===== src/rtl/inst_fetcher_pkg.sv =====
// Shared types and constants for the instruction fetch stage.
// Latency: none, declarations only.
// Backpressure: not applicable.
package inst_fetcher_pkg;

    localparam int   DEF_ADDR_LEN = 32;
    localparam int   DEF_INS_LEN  = 32;
    localparam int   ZERO_ADDR    = 0;
    localparam logic TRUE         = 1'b1;
    localparam logic FALSE        = 1'b0;

    typedef enum logic [1:0] {
        STATUS_IDLE = 2'd0,
        STATUS_WAIT = 2'd1
    } status_t;

endpackage


===== src/rtl/inst_fetcher_icache.sv =====
// Direct-mapped instruction cache, one word per line; storage exists only with ICACHE_EN.
// Latency: combinational lookup, fill written at the clock edge.
// Backpressure: none; the fill port is a write strobe.
module inst_fetcher_icache
    import inst_fetcher_pkg::*;
#(
    parameter int LINES    = 64,
    parameter int ADDR_LEN = DEF_ADDR_LEN,
    parameter int INS_LEN  = DEF_INS_LEN
) (
    input  logic                clk,
    input  logic                rst,
    input  logic [ADDR_LEN-1:0] pc,
    output logic                hit,
    output logic [INS_LEN-1:0]  data,
    input  logic                fill_en,
    input  logic [ADDR_LEN-1:0] fill_addr,
    input  logic [INS_LEN-1:0]  fill_data
);

    localparam int IDX_W = $clog2(LINES);
    localparam int TAG_W = ADDR_LEN - IDX_W - 2;

`ifdef ICACHE_EN
    logic [LINES-1:0]   valid_q;
    logic [TAG_W-1:0]   tag_q  [LINES];
    logic [INS_LEN-1:0] data_q [LINES];
    logic [IDX_W-1:0]   rd_idx;
    logic [IDX_W-1:0]   wr_idx;
    logic               unused_low;

    assign rd_idx     = pc[IDX_W+1:2];
    assign wr_idx     = fill_addr[IDX_W+1:2];
    assign hit        = valid_q[rd_idx] && (tag_q[rd_idx] == pc[ADDR_LEN-1:IDX_W+2]);
    assign data       = data_q[rd_idx];
    // Byte offset never takes part in the lookup.
    assign unused_low = ^{pc[1:0], fill_addr[1:0]};

    always_ff @(posedge clk) begin
        if (rst) begin
            valid_q <= '0;
        end else if (fill_en) begin
            valid_q[wr_idx] <= TRUE;
        end
    end

    always_ff @(posedge clk) begin
        if (fill_en) begin
            tag_q[wr_idx]  <= fill_addr[ADDR_LEN-1:IDX_W+2];
            data_q[wr_idx] <= fill_data;
        end
    end
`else
    logic [IDX_W-1:0] unused_idx;
    logic             unused_all;

    assign hit        = FALSE;
    assign data       = '0;
    assign unused_idx = pc[IDX_W+1:2];
    assign unused_all = ^{clk, rst, pc, fill_en, fill_addr, fill_data, TAG_W[0]};
`endif

endmodule


===== src/rtl/inst_fetcher.sv =====
// Fetch PC owner: hits served from the icache (ICACHE_EN), misses issue one memory request and wait.
// Latency: hit 1 cycle; miss ena_to_mem at T, valid_to_dec at T+k+1 after ok at T+k.
// Backpressure: one-entry output register held while stall_from_dec; no lookup while it cannot accept.
module inst_fetcher
    import inst_fetcher_pkg::*;
#(
    parameter int ICACHE_LINES = 64,
    parameter int ADDR_LEN     = DEF_ADDR_LEN,
    parameter int INS_LEN      = DEF_INS_LEN
) (
    input  logic                clk,
    input  logic                rst,
    input  logic                rdy,
    output logic                ena_to_mem,
    output logic [ADDR_LEN-1:0] pc_to_mem,
    input  logic                ok_flag_from_mem,
    input  logic [INS_LEN-1:0]  inst_from_mem,
    input  logic                stall_from_dec,
    output logic                valid_to_dec,
    output logic [INS_LEN-1:0]  inst_to_dec,
    output logic [ADDR_LEN-1:0] pc_to_dec,
    input  logic                jump_flag,
    input  logic [ADDR_LEN-1:0] target_pc
);

    status_t             state;
    logic [ADDR_LEN-1:0] pc;
    logic                discard;
    logic                cache_hit;
    logic [INS_LEN-1:0]  cache_data;
    logic                can_accept;
    logic                fill_en;

    assign can_accept = !valid_to_dec || !stall_from_dec;
    // A completion always fills the cache, even when a redirect drops the word.
    assign fill_en    = !rst && rdy && (state == STATUS_WAIT) && ok_flag_from_mem;

    inst_fetcher_icache #(
        .LINES    (ICACHE_LINES),
        .ADDR_LEN (ADDR_LEN),
        .INS_LEN  (INS_LEN)
    ) u_icache (
        .clk       (clk),
        .rst       (rst),
        .pc        (pc),
        .hit       (cache_hit),
        .data      (cache_data),
        .fill_en   (fill_en),
        .fill_addr (pc_to_mem),
        .fill_data (inst_from_mem)
    );

    always_ff @(posedge clk) begin
        if (rst) begin
            state        <= STATUS_IDLE;
            pc           <= ADDR_LEN'(ZERO_ADDR);
            discard      <= FALSE;
            ena_to_mem   <= FALSE;
            pc_to_mem    <= ADDR_LEN'(ZERO_ADDR);
            valid_to_dec <= FALSE;
            inst_to_dec  <= '0;
            pc_to_dec    <= ADDR_LEN'(ZERO_ADDR);
        end else if (rdy) begin
            ena_to_mem <= FALSE;
            if (valid_to_dec && !stall_from_dec) begin
                valid_to_dec <= FALSE;
            end
            if (jump_flag) begin
                pc           <= target_pc;
                valid_to_dec <= FALSE;
                if (state == STATUS_WAIT) begin
                    if (ok_flag_from_mem) begin
                        state   <= STATUS_IDLE;
                        discard <= FALSE;
                    end else begin
                        discard <= TRUE;
                    end
                end
            end else begin
                case (state)
                    STATUS_IDLE: begin
                        if (can_accept) begin
                            if (cache_hit) begin
                                inst_to_dec  <= cache_data;
                                pc_to_dec    <= pc;
                                valid_to_dec <= TRUE;
                                pc           <= pc + ADDR_LEN'(4);
                            end else begin
                                ena_to_mem <= TRUE;
                                pc_to_mem  <= pc;
                                state      <= STATUS_WAIT;
                            end
                        end
                    end
                    STATUS_WAIT: begin
                        if (ok_flag_from_mem) begin
                            state   <= STATUS_IDLE;
                            discard <= FALSE;
                            if (!discard) begin
                                inst_to_dec  <= inst_from_mem;
                                pc_to_dec    <= pc_to_mem;
                                valid_to_dec <= TRUE;
                                pc           <= pc + ADDR_LEN'(4);
                            end
                        end
                    end
                    default: state <= STATUS_IDLE;
                endcase
            end
        end
    end

endmodule

===== config.mk =====
export PLATFORM = sky130hd
export DESIGN_NAME = inst_fetcher
export DESIGN_NICKNAME = d
export VERILOG_FILES = /design/src/rtl/inst_fetcher_pkg.sv /design/src/rtl/inst_fetcher_icache.sv /design/src/rtl/inst_fetcher.sv
export SDC_FILE = /design/constraint.sdc
export NUM_CORES = 1
export LEC_CHECK = 0
export ABC_CLOCK_PERIOD_IN_PS = 1700
export CELL_PAD_IN_SITES_DETAIL_PLACEMENT = 1
export CELL_PAD_IN_SITES_GLOBAL_PLACEMENT = 1
export CORE_MARGIN = 10
export CORE_UTILIZATION = 30
export CTS_BUF_LIST = sky130_fd_sc_hd__clkbuf_8
export DETAILED_ROUTE_END_ITERATION = 10
export GPL_TIMING_DRIVEN = 0
export PLACE_DENSITY_LB_ADDON = 0.1
export SYNTH_ARGS = -nofsm -noshare
export SYNTH_HDL_FRONTEND = slang
export SYNTH_SLANG_ARGS = --single-unit

===== constraint.sdc =====
create_clock -name clk -period 1.7 [get_ports clk]
set_clock_uncertainty 0.1 [all_clocks]
set_input_delay 0.425 -clock clk [delete_from_list [all_inputs] [get_ports clk]]
set_output_delay 0.425 -clock clk [all_outputs]
set_load 0.05 [all_outputs]

==> summary.txt <==
Floorplan
  • Die Y: between 150 and 200 um
  • I/O Pins: 168
  • Cell row count: 50
  • Initial Utilization: 0.309
  • Core ar.: 18900 um^2
  • Die ar.: roughly 25000 um^2
  • Die X: 159 um

STA
  • Final count of hold timing violations: 0
  • Worst slew pin tran: around 560 ps
  • Tmin final: 1820 ps
  • Relative slew slack: 0.628
  • Final setup vio count: 8
  • Fmax: 550 MHz
  • RSZ-0062 raised after global routing: true
  • Final Cycle Share: 1.07
  • Final Slew Violations: 0
  • Final WS setup: -117 ps

Clocking
  • CTS Buf Count: 17
  • Root Buffer: clkbuf_8
  • CTS tree: built
  • Worst-path clk slew: 90 ps
  • Clock Sinks: 133
  • CTS H-tree lvls: 4
  • CTS Buffer Depth: 2
  • Worst-Skew Late Latency: 470 ps
  • Hold Buf Count CTS: 0

GRT
  • Met2 usage: 0.334
  • GR peak layer: met2
  • GRT Total Usage: 0.201
  • Met1 Use GR: 0.251
  • Vias in the first global route: roughly 6700
  • First-pass GRT wire length: 40700 um
  • GR Layer Usage met3: 0.0421
  • GRT Residual Overflow: 0
  • Initial antenna violation count: 0
  • Pin count of the biggest net entering global routing: 17

Run status
  • Run status: finished, violations left
  • Violated checks: setup timing

Logic synthesis
  • Avg Cell Area, Syn: about 7.8 um^2
  • Synthesized Nets: between 800 and 900
  • Largest area contributor in the synthesized netlist: dfxtp_1
  • Synth async-reset ratio: 0
  • Synthesis-stage register bit count: 133
  • Most common cell in the netlist: nand2_1
  • Post-synth EDFFs: 0
  • YS warnings: 0
  • Distinct cells, synth: 60
  • Main flop type after synthesis: dfxtp_1
  • Most frequent cells after synthesis: nand2_1, dfxtp_1, a21oi_1
  • Cells after Synth: between 700 and 800
  • Sequential fraction of the synthesis area: 0.457
  • Post-synth top area share: 0.457
  • Synth top area cells: dfxtp_1, nand2_1, a21oi_1, clkbuf_1, nand4_1
  • Mapped cell area: about 5800 um^2

Routing
  • Vias: 6597
  • Iteration-0 DRC Markers: 327
  • Drc violations: 0
  • Drt pass-1 iters: 5
  • Routed Antenna Nets: 0
  • DR vias/cell: 5.19
  • Final WL: 26900 um
  • Per-cell routed wire length: 21.2 um

Placed design
  • Post-place instance area: 7920 um^2
  • GP Congestion: roughly 0.88
  • Port Buffers: 167
  • Post-detail-place hpwl: ~19000 um

Setup path
  • Max FO, Critical Path: 5
  • CP Data Required Time: 1960 ps
  • CP startpoint kind: register
  • CP Data Arrival Time: 2080 ps
  • CP Class: reg -> reg
  • R2R Setup Slk: -120 ps
  • Crit path capture type: register

Finish
  • Final Util: 0.480
  • Final nets: 1068
  • Fin area: 9060 um^2
  • Number of inserted diodes: 0
  • Layout cell share with drive strength beyond 1: 0.345
  • Layout area overhead: 55.5%

Job
  • Max-cap viol count: 0

Power
  • IR drop worst, VDD: 0.458 mV
  • Leakage power: 3.48 nW
  • Power density over the cells: between 700 and 800 nW/um^2

Min path
  • HP Class: in -> reg
==> state kept, by name (all words and copies together), names as in the netlist <==
register      flops
discard           1
pc_to_mem        32
valid_to_dec      1
ena_to_mem        1
pc               32
inst_to_dec      32
pc_to_dec        32
state             2
==> through the flow <==
step	hold slack (ps)	cells	total power, mW	worst slack, ps	setup TNS (ps)
after floorplan	332	750	3.74	-67.3	-125
after global placement	341	1177	4.14	-1090	-113990
after detailed placement	348	1177	4.15	-1150	-116640
after CTS	230	1248	6.82	-96.5	-450
after global routing	252	1270	7.17	-183	-1330
final	239	1270	6.88	-117	-516
==> cell usage in the layout, fill, tap and decap left out, types with 6 or more instances in the layout <==
| cell | Yosys | routed |
|---|---|---|
| dfxtp_2 | 0 | 12 |
| nand2_1 | 226 | 223 |
| a21oi_2 | 0 | 8 |
| clkbuf_4 | 0 | 18 |
| nand3_1 | 17 | 12 |
| and3_1 | 13 | 11 |
| buf_6 | 5 | 27 |
| dfxtp_1 | 133 | 107 |
| nor2_1 | 21 | 19 |
| dfxtp_4 | 0 | 14 |
| clkdlybuf4s50_1 | 0 | 66 |
| clkbuf_8 | 4 | 27 |
| a31oi_1 | 11 | 11 |
| a21oi_1 | 121 | 112 |
| buf_4 | 0 | 63 |
| nand4_1 | 14 | 14 |
| buf_2 | 9 | 86 |
| clkbuf_2 | 0 | 8 |
| o211ai_1 | 9 | 9 |
| nand3_4 | 0 | 6 |
| inv_1 | 6 | 6 |
==> worst paths after layout <==
| check | startpoint | endpoint | cells after the start |
|---|---|---|---|
| setup / recovery | pc[2] | pc[18] | 5 |
| hold / removal | ok_flag_from_mem | discard | 2 |
| setup reg to reg | pc[2] | pc[18] | 5 |
| hold reg to reg | inst_to_dec[19] | inst_to_dec[19] | 2 |
==> critical path, stage by stage, from the launching register on <==
cell and delay [ps]:
dfxtp_4 400, ha_4 160, and3_4 200, nand4_1 150, or4_1 450, a32o_1 260
==> logic make-up (layout without fill, tap and decap cells) <==
group	after synthesis	count (layout)	synth area share
AOI/OAI and AO/OA	199	200	0.205
adders and majority gates	1	1	0.00215
buffers and inverters	68	327	0.0590
DFF	133	133	0.457
muxes	3	3	0.00515
and+or+nand+nor	346	346	0.272
==> routing by layer <==
layer / vias to the layer above / share of wire
met4: 0 / 0.021
met3: 42 / 0.049
li1: 3141 / -
met1: 3189 / 0.45
met5: - / 0
met2: 225 / 0.48
==> cell type report <==
cell class                      instances  area, um^2
Clock buffer                           18         248
Sequential cell                       133        2730
Clock inverter                         14         126
Timing Repair Buffer                  230        1730
Inverter                                6        26.3
Fill cell                            2312        9830
Buffer                                 59         591
Multi-Input combinational cell        550        3280
Tap cell                              260         325
==> repair_timing <==
action,4_1_cts,5_1_grt
resized for setup,634,118
pin swaps,17,33
buffers inserted,37,26
setup endpoints to repair,230,135
cloned,2,1
endpoints found under the hold margin,0,0
==> where the power goes <==
| group | internal, mW | switching [mW] | total (mW) | leakage (nW) |
|---|---|---|---|---|
| combinational | 0.459 | 0.554 | 1.01 | 2.20 |
| sequential | 3.18 | 0.0947 | 3.27 | 1.09 |
| clock | 1.20 | 1.39 | 2.59 | 0.185 |
| total | 4.84 | 2.04 | 6.88 | 3.48 |
Note: power is estimated with default switching activity, not from simulation.
